[config.mk]
export PLATFORM = sky130hd
export DESIGN_NAME = command_handler
export DESIGN_NICKNAME = d
export VERILOG_FILES = /design/src/rtl/command_handler.sv
export SDC_FILE = /design/constraint.sdc
export NUM_CORES = 1
export LEC_CHECK = 0
export CAP_MARGIN = 15
export CORE_UTILIZATION = 62
export CTS_CLUSTER_SIZE = 24
export DETAILED_ROUTE_END_ITERATION = 8
export HOLD_SLACK_MARGIN = 0.15
export PLACE_DENSITY = 0.86
export SLEW_MARGIN = 20
export SYNTH_ARGS = -nofsm -noshare
export SYNTH_HDL_FRONTEND = slang
export SYNTH_SLANG_ARGS = --single-unit
[constraint.sdc]
create_clock -name pclk -period 6.2 [get_ports pclk]
set_input_delay 0.62 -clock pclk [delete_from_list [all_inputs] [get_ports pclk]]
set_output_delay 0.62 -clock pclk [all_outputs]
set_load 0.02 [all_outputs]
[src/rtl/command_handler.sv]
// -----------------------------------------------------------------------------
// command_handler
// Upstream writer for the 64x16 character buffer. Consumes received bytes
// (valid/ready) and interprets printable characters, CR/LF/BS and VT52 ESC
// sequences. Drives the buffer write port, the cursor position and the
// hardware-scroll offset read by the video/scan stage.
//
// Ports
//   pclk        in   1   clock, rising edge
//   clr         in   1   asynchronous active-high reset
//   data        in   8   received byte
//   valid       in   1   data valid
//   ready       out  1   byte accepted when valid && ready; low while clearing
//   buffer_din  out  8   character to write
//   buffer_addr out  10  {physical row, column}
//   buffer_wen  out  1   write strobe, one cycle per cell
//   cursor_x    out  6   cursor column
//   cursor_y    out  4   cursor logical row
//   first_row   out  4   physical row shown as logical row 0
// -----------------------------------------------------------------------------
module command_handler #(
    parameter int         COLS_LOG2 = 6,
    parameter int         ROWS_LOG2 = 4,
    parameter logic [7:0] BLANK     = 8'h20
) (
    input  logic                           pclk,
    input  logic                           clr,
    input  logic [7:0]                     data,
    input  logic                           valid,
    output logic                           ready,
    output logic [7:0]                     buffer_din,
    output logic [COLS_LOG2+ROWS_LOG2-1:0] buffer_addr,
    output logic                           buffer_wen,
    output logic [COLS_LOG2-1:0]           cursor_x,
    output logic [ROWS_LOG2-1:0]           cursor_y,
    output logic [ROWS_LOG2-1:0]           first_row
);

    localparam int AW = COLS_LOG2 + ROWS_LOG2;
    localparam logic [COLS_LOG2-1:0] X_MAX   = '1;
    localparam logic [ROWS_LOG2-1:0] Y_MAX   = '1;
    localparam logic [7:0]           COL_LIM = 8'((1 << COLS_LOG2) - 1);
    localparam logic [7:0]           ROW_LIM = 8'((1 << ROWS_LOG2) - 1);

    typedef enum logic [2:0] {
        S_IDLE,
        S_ESC,
        S_ESC_Y_ROW,
        S_ESC_Y_COL,
        S_CLEAR
    } state_t;

    state_t                 state, state_n;
    logic [COLS_LOG2-1:0]   x_n;
    logic [ROWS_LOG2-1:0]   y_n, fr_n, esc_row, esc_row_n;
    logic [AW-1:0]          clr_idx, clr_idx_n, clr_end, clr_end_n;
    logic [AW-1:0]          addr_n;
    logic [7:0]             din_n;
    logic                   wen_n;

    // Clear request raised by the command decode, serviced in one place below.
    logic                   clr_go;
    logic [AW-1:0]          clr_start, clr_stop;
    logic [7:0]             ch_off;
    logic                   accept;

    // Logical (row, col) index -> physical buffer address under scroll offset fr.
    function automatic logic [AW-1:0] phys(input logic [AW-1:0] l,
                                           input logic [ROWS_LOG2-1:0] fr);
        logic [ROWS_LOG2-1:0] row;
        row = l[AW-1:COLS_LOG2] + fr;
        return {row, l[COLS_LOG2-1:0]};
    endfunction

    assign ready  = (state != S_CLEAR);
    assign accept = valid && ready;

    always_comb begin
        // NOTE: every signal gets a default before the case so no path can
        // leave one unassigned and infer a latch.
        state_n   = state;
        x_n       = cursor_x;
        y_n       = cursor_y;
        fr_n      = first_row;
        esc_row_n = esc_row;
        clr_idx_n = clr_idx;
        clr_end_n = clr_end;
        addr_n    = buffer_addr;
        din_n     = buffer_din;
        wen_n     = 1'b0;
        clr_go    = 1'b0;
        clr_start = '0;
        clr_stop  = '0;
        ch_off    = data - 8'd32;

        case (state)
            S_IDLE: if (accept) begin
                if (data >= 8'h20 && data <= 8'h7E) begin
                    wen_n  = 1'b1;
                    din_n  = data;
                    addr_n = phys({cursor_y, cursor_x}, first_row);
                    // No auto-wrap: the last column is simply overwritten.
                    if (cursor_x != X_MAX) x_n = cursor_x + 1'b1;
                end else begin
                    case (data)
                        8'h08: if (cursor_x != '0) x_n = cursor_x - 1'b1;
                        8'h0D: x_n = '0;
                        8'h0A: begin
                            if (cursor_y != Y_MAX) begin
                                y_n = cursor_y + 1'b1;
                            end else begin
                                // Scroll by rotating the offset, then blank the
                                // row that became the bottom line.
                                fr_n      = first_row + 1'b1;
                                clr_go    = 1'b1;
                                clr_start = {Y_MAX, {COLS_LOG2{1'b0}}};
                                clr_stop  = '1;
                            end
                        end
                        8'h1B:   state_n = S_ESC;
                        default: ;
                    endcase
                end
            end

            S_ESC: if (accept) begin
                state_n = S_IDLE;
                case (data)
                    8'h41: if (cursor_y != '0)    y_n = cursor_y - 1'b1;
                    8'h42: if (cursor_y != Y_MAX) y_n = cursor_y + 1'b1;
                    8'h43: if (cursor_x != X_MAX) x_n = cursor_x + 1'b1;
                    8'h44: if (cursor_x != '0)    x_n = cursor_x - 1'b1;
                    8'h48: begin
                        x_n = '0;
                        y_n = '0;
                    end
                    8'h4A: begin
                        clr_go    = 1'b1;
                        clr_start = {cursor_y, cursor_x};
                        clr_stop  = '1;
                    end
                    8'h4B: begin
                        clr_go    = 1'b1;
                        clr_start = {cursor_y, cursor_x};
                        clr_stop  = {cursor_y, X_MAX};
                    end
                    8'h59:   state_n = S_ESC_Y_ROW;
                    default: ;
                endcase
            end

            S_ESC_Y_ROW: if (accept) begin
                if (data < 8'd32)          esc_row_n = '0;
                else if (ch_off > ROW_LIM) esc_row_n = Y_MAX;
                else                       esc_row_n = ch_off[ROWS_LOG2-1:0];
                state_n = S_ESC_Y_COL;
            end

            S_ESC_Y_COL: if (accept) begin
                y_n = esc_row;
                if (data < 8'd32)          x_n = '0;
                else if (ch_off > COL_LIM) x_n = X_MAX;
                else                       x_n = ch_off[COLS_LOG2-1:0];
                state_n = S_IDLE;
            end

            S_CLEAR: begin
                // clr_idx is the index currently on the write port; stop after
                // the end index has been shown, so the index never wraps.
                if (clr_idx == clr_end) begin
                    state_n = S_IDLE;
                end else begin
                    clr_idx_n = clr_idx + 1'b1;
                    wen_n     = 1'b1;
                    din_n     = BLANK;
                    addr_n    = phys(clr_idx + 1'b1, first_row);
                end
            end

            default: state_n = S_IDLE;
        endcase

        // First clear write goes out with the acceptance, using the scroll
        // offset as updated by that same command.
        if (clr_go) begin
            state_n   = S_CLEAR;
            clr_idx_n = clr_start;
            clr_end_n = clr_stop;
            wen_n     = 1'b1;
            din_n     = BLANK;
            addr_n    = phys(clr_start, fr_n);
        end
    end

    // NOTE: state registers use non-blocking assignments so every register
    // samples the pre-edge values regardless of statement order.
    always_ff @(posedge pclk or posedge clr) begin
        if (clr) begin
            state       <= S_IDLE;
            cursor_x    <= '0;
            cursor_y    <= '0;
            first_row   <= '0;
            esc_row     <= '0;
            clr_idx     <= '0;
            clr_end     <= '0;
            buffer_addr <= '0;
            buffer_din  <= '0;
            buffer_wen  <= 1'b0;
        end else begin
            state       <= state_n;
            cursor_x    <= x_n;
            cursor_y    <= y_n;
            first_row   <= fr_n;
            esc_row     <= esc_row_n;
            clr_idx     <= clr_idx_n;
            clr_end     <= clr_end_n;
            buffer_addr <= addr_n;
            buffer_din  <= din_n;
            buffer_wen  <= wen_n;
        end
    end

endmodule

## After elaboration in Yosys (flattened, before gate mapping)

Cells that the tools add are included.

| storage, ports and cells | value |
|---|---|
| register bits | 60 |
| input bits | 11 |
| output and inout bits | 34 |
| word-level logic and storage cells | 155 |

| operators by class | value |
|---|---|
| add/subtract/negate cells | 10 |
| order comparisons | 5 |
| equality and inequality tests | 39 |
| multiplexer cells | 76 |
| reduce and logical (&&, ||, !) cells | 15 |

Operators with widths:

| operator | number |
|---|---|
| 10-bit two-way mux | 18 |
| 10-bit case mux with 2 select lines | 4 |
| 8-bit by 7-bit equality test with 1-bit output (second input constant) | 8 |
| 4-bit two-way mux | 14 |
| 6-bit two-way mux | 8 |
| 6-bit case mux with 3 select lines | 2 |
| 8-bit two-way mux | 4 |
| 3-bit != test (second input constant) | 10 |
| 8-bit by 4-bit equality test with 1-bit output (second input constant) | 3 |
| 3-bit two-way mux | 8 |
| 4-bit case mux with 3 select lines | 2 |
| 8-bit case mux with 2 select lines | 1 |
| 3-bit case mux with 5 select lines | 1 |
| 4-bit adder | 3 |
| 6-bit case mux with 2 select lines | 1 |
| 10-bit by 1-bit adder with 10-bit output (second input constant) | 1 |
| 10-bit equality test | 1 |
| 1-bit two-way mux | 10 |
| 2-bit != test (second input constant) | 5 |
| 4-bit by 1-bit adder with 4-bit output (second input constant) | 2 |
| 8-bit by 5-bit equality test with 1-bit output (second input constant) | 1 |
| 8-bit by 6-bit greater-or-equal comparator with 1-bit output (second input constant) | 1 |
| 8-bit by 4-bit greater-than comparator with 1-bit output (second input constant) | 1 |
| 8-bit by 6-bit greater-than comparator with 1-bit output (second input constant) | 1 |
| other kinds (29) | 35 |

## Logic depth before layout (Yosys ltp)

| logic depth | value |
|---|---|
| depth after elaboration | 8 |
| gate-level depth with buffers | 14 |
| mapped depth without buffers | 12 |

## Worst setup path after synthesis

Ideal clock, no wire load.

| timing path | value |
|---|---|
| path kind | input port to flip-flop |
| start | input data[4] |
| end | register buffer_addr[9] |
| setup time | 0.125 ns |
| arrival | 3.662 ns |
| required time | 6.075 ns |
| slack | 2.414 ns |
| stages | 13 |
| buffers on the path | 2 |
| path through | or4_4 > or4b_4 > buf_6 > clkbuf_1 > mux2i_1 > inv_1 > ha_1 > a21o_1 > a21oi_1 > xnor3_1 > o2bb2ai_1 > a21oi_1 > mux2_2 |

| between the ends | value |
|---|---|
| longest elaborated chain between the ends | 7 |
| elaborated cells on any way between the ends | 30 |
| those cells by class | 1 x add/sub; 2 x order compare; 6 x eq/ne; 17 x mux; 4 x reduce/logical |

Ends and longest elaborated chain:

| item | line | RTL |
|---|---|---|
| start: declaration | 28 | `input logic [7:0] data,` |
| 8-bit by 6-bit greater-or-equal comparator with 1-bit output (tied with other cells) | 98 | `if (data >= 8'h20 && data <= 8'h7E) begin` |
| 1-bit logical AND / 4-bit two-way mux (equally long branches) | 98, 105 |  |
| 4-bit two-way mux (*) | 98 |  |
| 4-bit two-way mux (*) | 97 | `S_IDLE: if (accept) begin` |
| 4-bit two-way mux (*) | 96 | `case (state)` |
| via fr_n[1] | 55 | `logic [ROWS_LOG2-1:0] y_n, fr_n, esc_row, esc_row_n;` |
| 4-bit adder (*) | 71 | `row = l[AW-1:COLS_LOG2] + fr;` |
| 10-bit two-way mux (*) | 185 | `if (clr_go) begin` |
| end signal: assignment | 217 | `buffer_addr <= addr_n;` |
| end: declaration | 32 | `output logic [COLS_LOG2+ROWS_LOG2-1:0] buffer_addr,` |

The timed path passes the listed nets; every way through them passes the cells marked *.
A chain may end at the register's enable or synchronous reset.

## Final worst setup path

| timing path | value |
|---|---|
| start | input data[4] |
| end | register buffer_addr[9] |

| between the ends | value |
|---|---|
| longest elaborated chain between the ends | 7 |
| elaborated cells on any way between the ends | 30 |
| those cells by class | 1 x add/sub; 2 x order compare; 6 x eq/ne; 17 x mux; 4 x reduce/logical |

Ends and longest elaborated chain:

| item | line |
|---|---|
| 8-bit by 6-bit greater-or-equal comparator with 1-bit output (tied with other cells) | 98 |
| 1-bit logical AND (tied with other cells) | 98 |
| 10-bit two-way mux (tied with other cells) | 98 |
| 10-bit two-way mux (tied with other cells) | 97 |
| 10-bit case mux with 2 select lines (tied with other cells) | 96 |
| 4-bit adder (tied with other cells) | 71 |
| 10-bit two-way mux / 4-bit AND reduction (equally long branches) | -- |

Parallel ways exist; a longest one is shown, timed or not.

==> results.env <==
OUTCOME='complete, but fails checks'
FAILED_CHECKS='DRC'
WORSTSETUPPATHDEPTH=13
YOSYS_MOST_USED_DFF='dfrtp_1'
TIMING.CRITICAL_PATH.ARRIVAL_NS=4.46
PROPORTION_OF_SYNTHESIZED_FLIP_FLOPS_HAVING_ASYNCHRONOUS_SET_OR_RESET_PCT=100
BOUNDARYPINS=45
LAYOUT.NETS=542
SYNTH_COMPOUND_GATE_AREA_SHARE_PCT=18.8
SWITCHING_POWER_W=0.000325
CPMAXSTAGEDELAYCELL='nor3_1'
POSTROUTEANTENNANETS=0
FIN_UTIL_PCT=73.6
SYNTH-SEQ-AREA-SHARE_PCT=32.6
POWER_SWITCHING_SHARE_PCT=32.6
SYN-CELL-AREA_SQ_UM=4220
HOLD-WORST-SLACK_NS=0.504
WORST_PATH_MOST_REPEATED_CELL='a21oi_1'
WORSTMARGINPINSLEW_NS=1.06
WORST_EP_REQUIRED_TIME_NS=6.41
DR_TOTAL_VIAS=3964
CP_TOP_FAMILY='simple AND/OR/NAND/NOR gates'
POWER.INTERNAL_W=0.000670
RSZ0062_AT_GRT='false'
PATH_BUF_INV=2
POWER.DENSITY_nW_PER_UM2=209
CTS.REPAIR_TIMING.SETUP_BUFFER_COUNT=0
CTS.ROOT.BUFFER_CELL='clkbuf_8'
TRITONCTS='built'
LEAKAGEPOWER_nW=2.02
TOTAL_COUNT_OF_MAX_TRANSITION_VIOLATIONS_IN_THE_FINAL_REPORT=0
DIEAREA_SQ_UM=7150
ROUTE.DETAILED.WL_PER_INST_MICRONS=19.1
REGISTER_AREA_SQ_UM=1380
NUM_ANTENNA_CELLS=0
GRT_MAX_DEGREE=56
DIE_WIDTH_MICRONS=84.5
SETUP.WORST_PATH.CLASS='input pin to flop'
COUNT_OF_HOLD_FIX_BUFFERS_INSERTED_AT_CTS=0
TIMING.CRITICAL_PATH.FROM_TYPE='input pin'
SETUP_VIOL=0
FINALCLOCKSKEW_NS=0.0139
HOLD_DEPTH=2
ROWS=29
POST_ROUTE_CELLS_DRIVE_ABOVE_1_SHARE_PCT=8.75
CLKLATENCYLATEPIN_NS=0.32
PLACE_CONGESTION=0.924
WORST-R2R-CELL-COUNT=11
FIRST_PASS_GRT_WIRE_LENGTH_MM=18.1
WORST_HOLD_PATH_TYPE='flop to flop'
SETUP_TNS_NS=0
CLOCK_PERIOD_MINUS_WORST_SLACK_NS=4.25
POSTSYNTHAREAPERCELL_SQ_UM=8.62
COMBPWRFRAC_PCT=27.8
MULTIINPUTGATEAREA_SQ_UM=2650
POST_DRT_VIA_CELL_RATIO=6.71
FINAL_MIN_PERIOD_OVER_CLOCK_PERIOD_PCT=68.5
CAP_VIOL_MAX_COUNT=0
IO_BUFFER_COUNT=44
SLEW-LIMIT-HEADROOM_PCT=28.5
AGGREGATE_ROUTED_WIRE_LENGTH_MM=11.3
SYNTH-ADDER-AREA-SHARE_PCT=5.69
CLK_TRANSITION_REPORTED_PATHS_NS=0.10
WORSTSETUPENDPOINTTYPE='flop'
FILL_CELLS=498
POST_SYNTH_INST_COUNT=490
ACHIEVABLE-FREQUENCY_MHz=235
CRITPATHMAXSTAGEDELAY_NS=0.82
VDD_IR_DROP_MAX_mV=0.153
NUMBER_OF_ANTENNA_VIOLATIONS_AT_THE_FIRST_CHECK_IN_GLOBAL_ROUTING=0
INITIAL_CORE_UTIL_PCT=65.4
P_CLK_SHARE_PCT=24.9
POSTSYNTHREGISTERBITS=55
SYNTH.DISTINCT_CELLS=69
GRT_OVERFLOW=0
PLACE.DETAILED.INSTANCES=583
SYNTH.YOSYS.WARNINGS=0
FINAL_CELLS=591
GR-USAGE-ALL-LAYERS_PCT=32.5
SYNTHESIS.NETS=519
CTS_MADE_BUFFERS=5
DETAILEDPLACEMENTHPWL_MM=8.04
FP.COREAREA_SQ_UM=6460
CRITICAL_PATH.MAX_FANOUT=8
NUMBER_OF_SYNTHESIZED_FLOPS_WITH_AN_ENABLE_PIN=0
LAYOUT-AREA-OVERHEAD-VS-SYNTH_PCT=12.6
CTS.SINK_COUNT=55
DRT-INITIAL-DRC-COUNT=436
SYNTHSIMPLEGATEAREAFRAC_PCT=23.9
MAIN_COMBINATIONAL_CELL_FAMILY_BY_AREA_AFTER_SYNTHESIS='simple AND/OR/NAND/NOR gates'
POST_CTS_RESIZE_COUNT=0
NUMBER_OF_BUFFERS_ON_THE_LONGEST_CLOCK_PATH=2
NUMBER_OF_LEVELS_THE_H_TREE_WAS_SPLIT_INTO=2
POWER.SHARE.SEQUENTIAL_PCT=47.4
MUXSHAREOFSYNTHAREA_PCT=6.69
CRITICAL_PATH.CELL_CHAIN='clkdlybuf4s50_1, or4_4, nand2b_1, nor3_1, a21oi_1, inv_1, ha_1, a21o_1, a21oi_1, xnor3_1, o2bb2ai_1, a21oi_1, mux2_2'
DRT_PASS1_ITERATIONS=8
REMAINING_DRC_ERRORS=1
DIE_SPAN_Y_MICRONS=84.5
DPL_CELL_AREA_SQ_UM=4640
POST_SYNTH_XOR_AREA_FRACTION_PCT=7.32
POST_ROUTE_CELL_AREA_SQ_UM=4760
FIRST_GLOBAL_VIAS=3659
HOLD_VIOL=0
## cell type report
class	count	share of cell area, %
clock inverters	2	0.816
clock buffers	6	1.53
inverters	16	1.26
repair buffers	47	9.73
flip-flops and latches	55	28.9
multi-input cells	388	55.7
well taps	77	2.03
## synthesized netlist by cell type (6+ instances only)
master,n,area share (%)
a21oi_1,21,2.5
a31oi_1,10,1.5
and3_1,15,2.2
clkbuf_1,22,2.0
dfrtp_1,55,33
ha_1,16,4.7
inv_1,16,1.4
mux2_2,18,4.8
mux2i_1,8,1.9
nand2_1,41,3.6
nand2b_1,8,1.2
nand3_1,27,3.2
nand4_1,7,1.0
nor2_1,34,3.0
nor2b_1,6,0.89
nor3_1,16,1.9
o21ai_0,37,4.4
o22ai_1,6,0.89
o31ai_1,6,1.1
or3_1,7,1.0
xnor2_1,11,2.3
xor2_1,19,3.9
## worst reg2reg max path, stage by stage (launching register included)
cell       delay, ns
dfrtp_1         0.60
or4b_4          0.62
nor3_1          0.88
a21oi_1         0.19
inv_1           0.14
ha_1            0.24
a21o_1          0.18
a21oi_1         0.22
xnor3_1         0.24
o2bb2ai_1       0.14
a21oi_1         0.06
mux2_2          0.26
## power groups by stage
| stage | combinational (W) | sequential (W) | clock [W] |
|---|---|---|---|
| 2_1_floorplan | 0.000152 | 0.000491 | 0 |
| 3_3_place_gp | 0.000266 | 0.000474 | 0 |
| 3_5_place_dp | 0.000274 | 0.000477 | 0 |
| 4_1_cts | 0.000276 | 0.000470 | 0.000249 |
| 5_1_grt | 0.000300 | 0.000478 | 0.000261 |
| 6_report | 0.000276 | 0.000471 | 0.000248 |
## layer usage
metal | global-route usage [%] | share of wire, %
met4 | 10.9 | 2.5
met1 | 44.6 | 42
met5 | 0 | 0
met2 | 53.5 | 49
met3 | 4.13 | 7.0
## placed cells by master (no fill, tap or decap), types with 10 or more instances in the layout
cell and instances:
nor2_1 34, nand3_1 27, and3_1 15, mux2_2 18, a21oi_1 21, o21ai_0 37, nand2_1 41, clkdlybuf4s50_1 44
xor2_1 19, nor3_1 16, a31oi_1 10, ha_1 16, dfrtp_1 55, xnor2_1 11, inv_1 15
## path summary, 6_finish.rpt
path | startpoint | endpoint | slack (ns)
worst max-delay path | data[4] | buffer_addr[9] | 1.95
min in group asynchronous | clr | buffer_addr[0] | 0.82
worst min-delay path | esc_row[1] | esc_row[1] | 0.50
worst min register to register | esc_row[1] | esc_row[1] | 0.50
max in group asynchronous | clr | state[1] | 4.90
worst max register to register | state[1] | buffer_addr[9] | 2.33
## registers in the layout (all words and copies together) (netlist names)
| name | count |
|---|---|
| cursor_x | 6 |
| state | 3 |
| cursor_y | 4 |
| buffer_wen | 1 |
| clr_end | 5 |
| esc_row | 4 |
| buffer_addr | 10 |
| clr_idx | 10 |
| buffer_din | 8 |
| first_row | 4 |
## cells by family (layout without fill, tap and decap cells)
logic type               after synthesis  after routing
AO/OA/AOI/OAI                        121            121
XOR/XNOR                              32             32
adder cells (fa/ha/maj)               18             18
buffers and inverters                 47             71
flip-flops                            55             55
multiplexers                          26             26
AND/OR/NAND/NOR                      191            191
## metrics by stage
step           power (W)  setup WS [ns]
2_1_floorplan   0.000643           2.41
3_3_place_gp    0.000740           1.84
3_5_place_dp    0.000751           1.72
4_1_cts         0.000994           2.04
5_1_grt          0.00104           1.81
6_report        0.000994           1.95
Power figures use the tool's default switching activity.
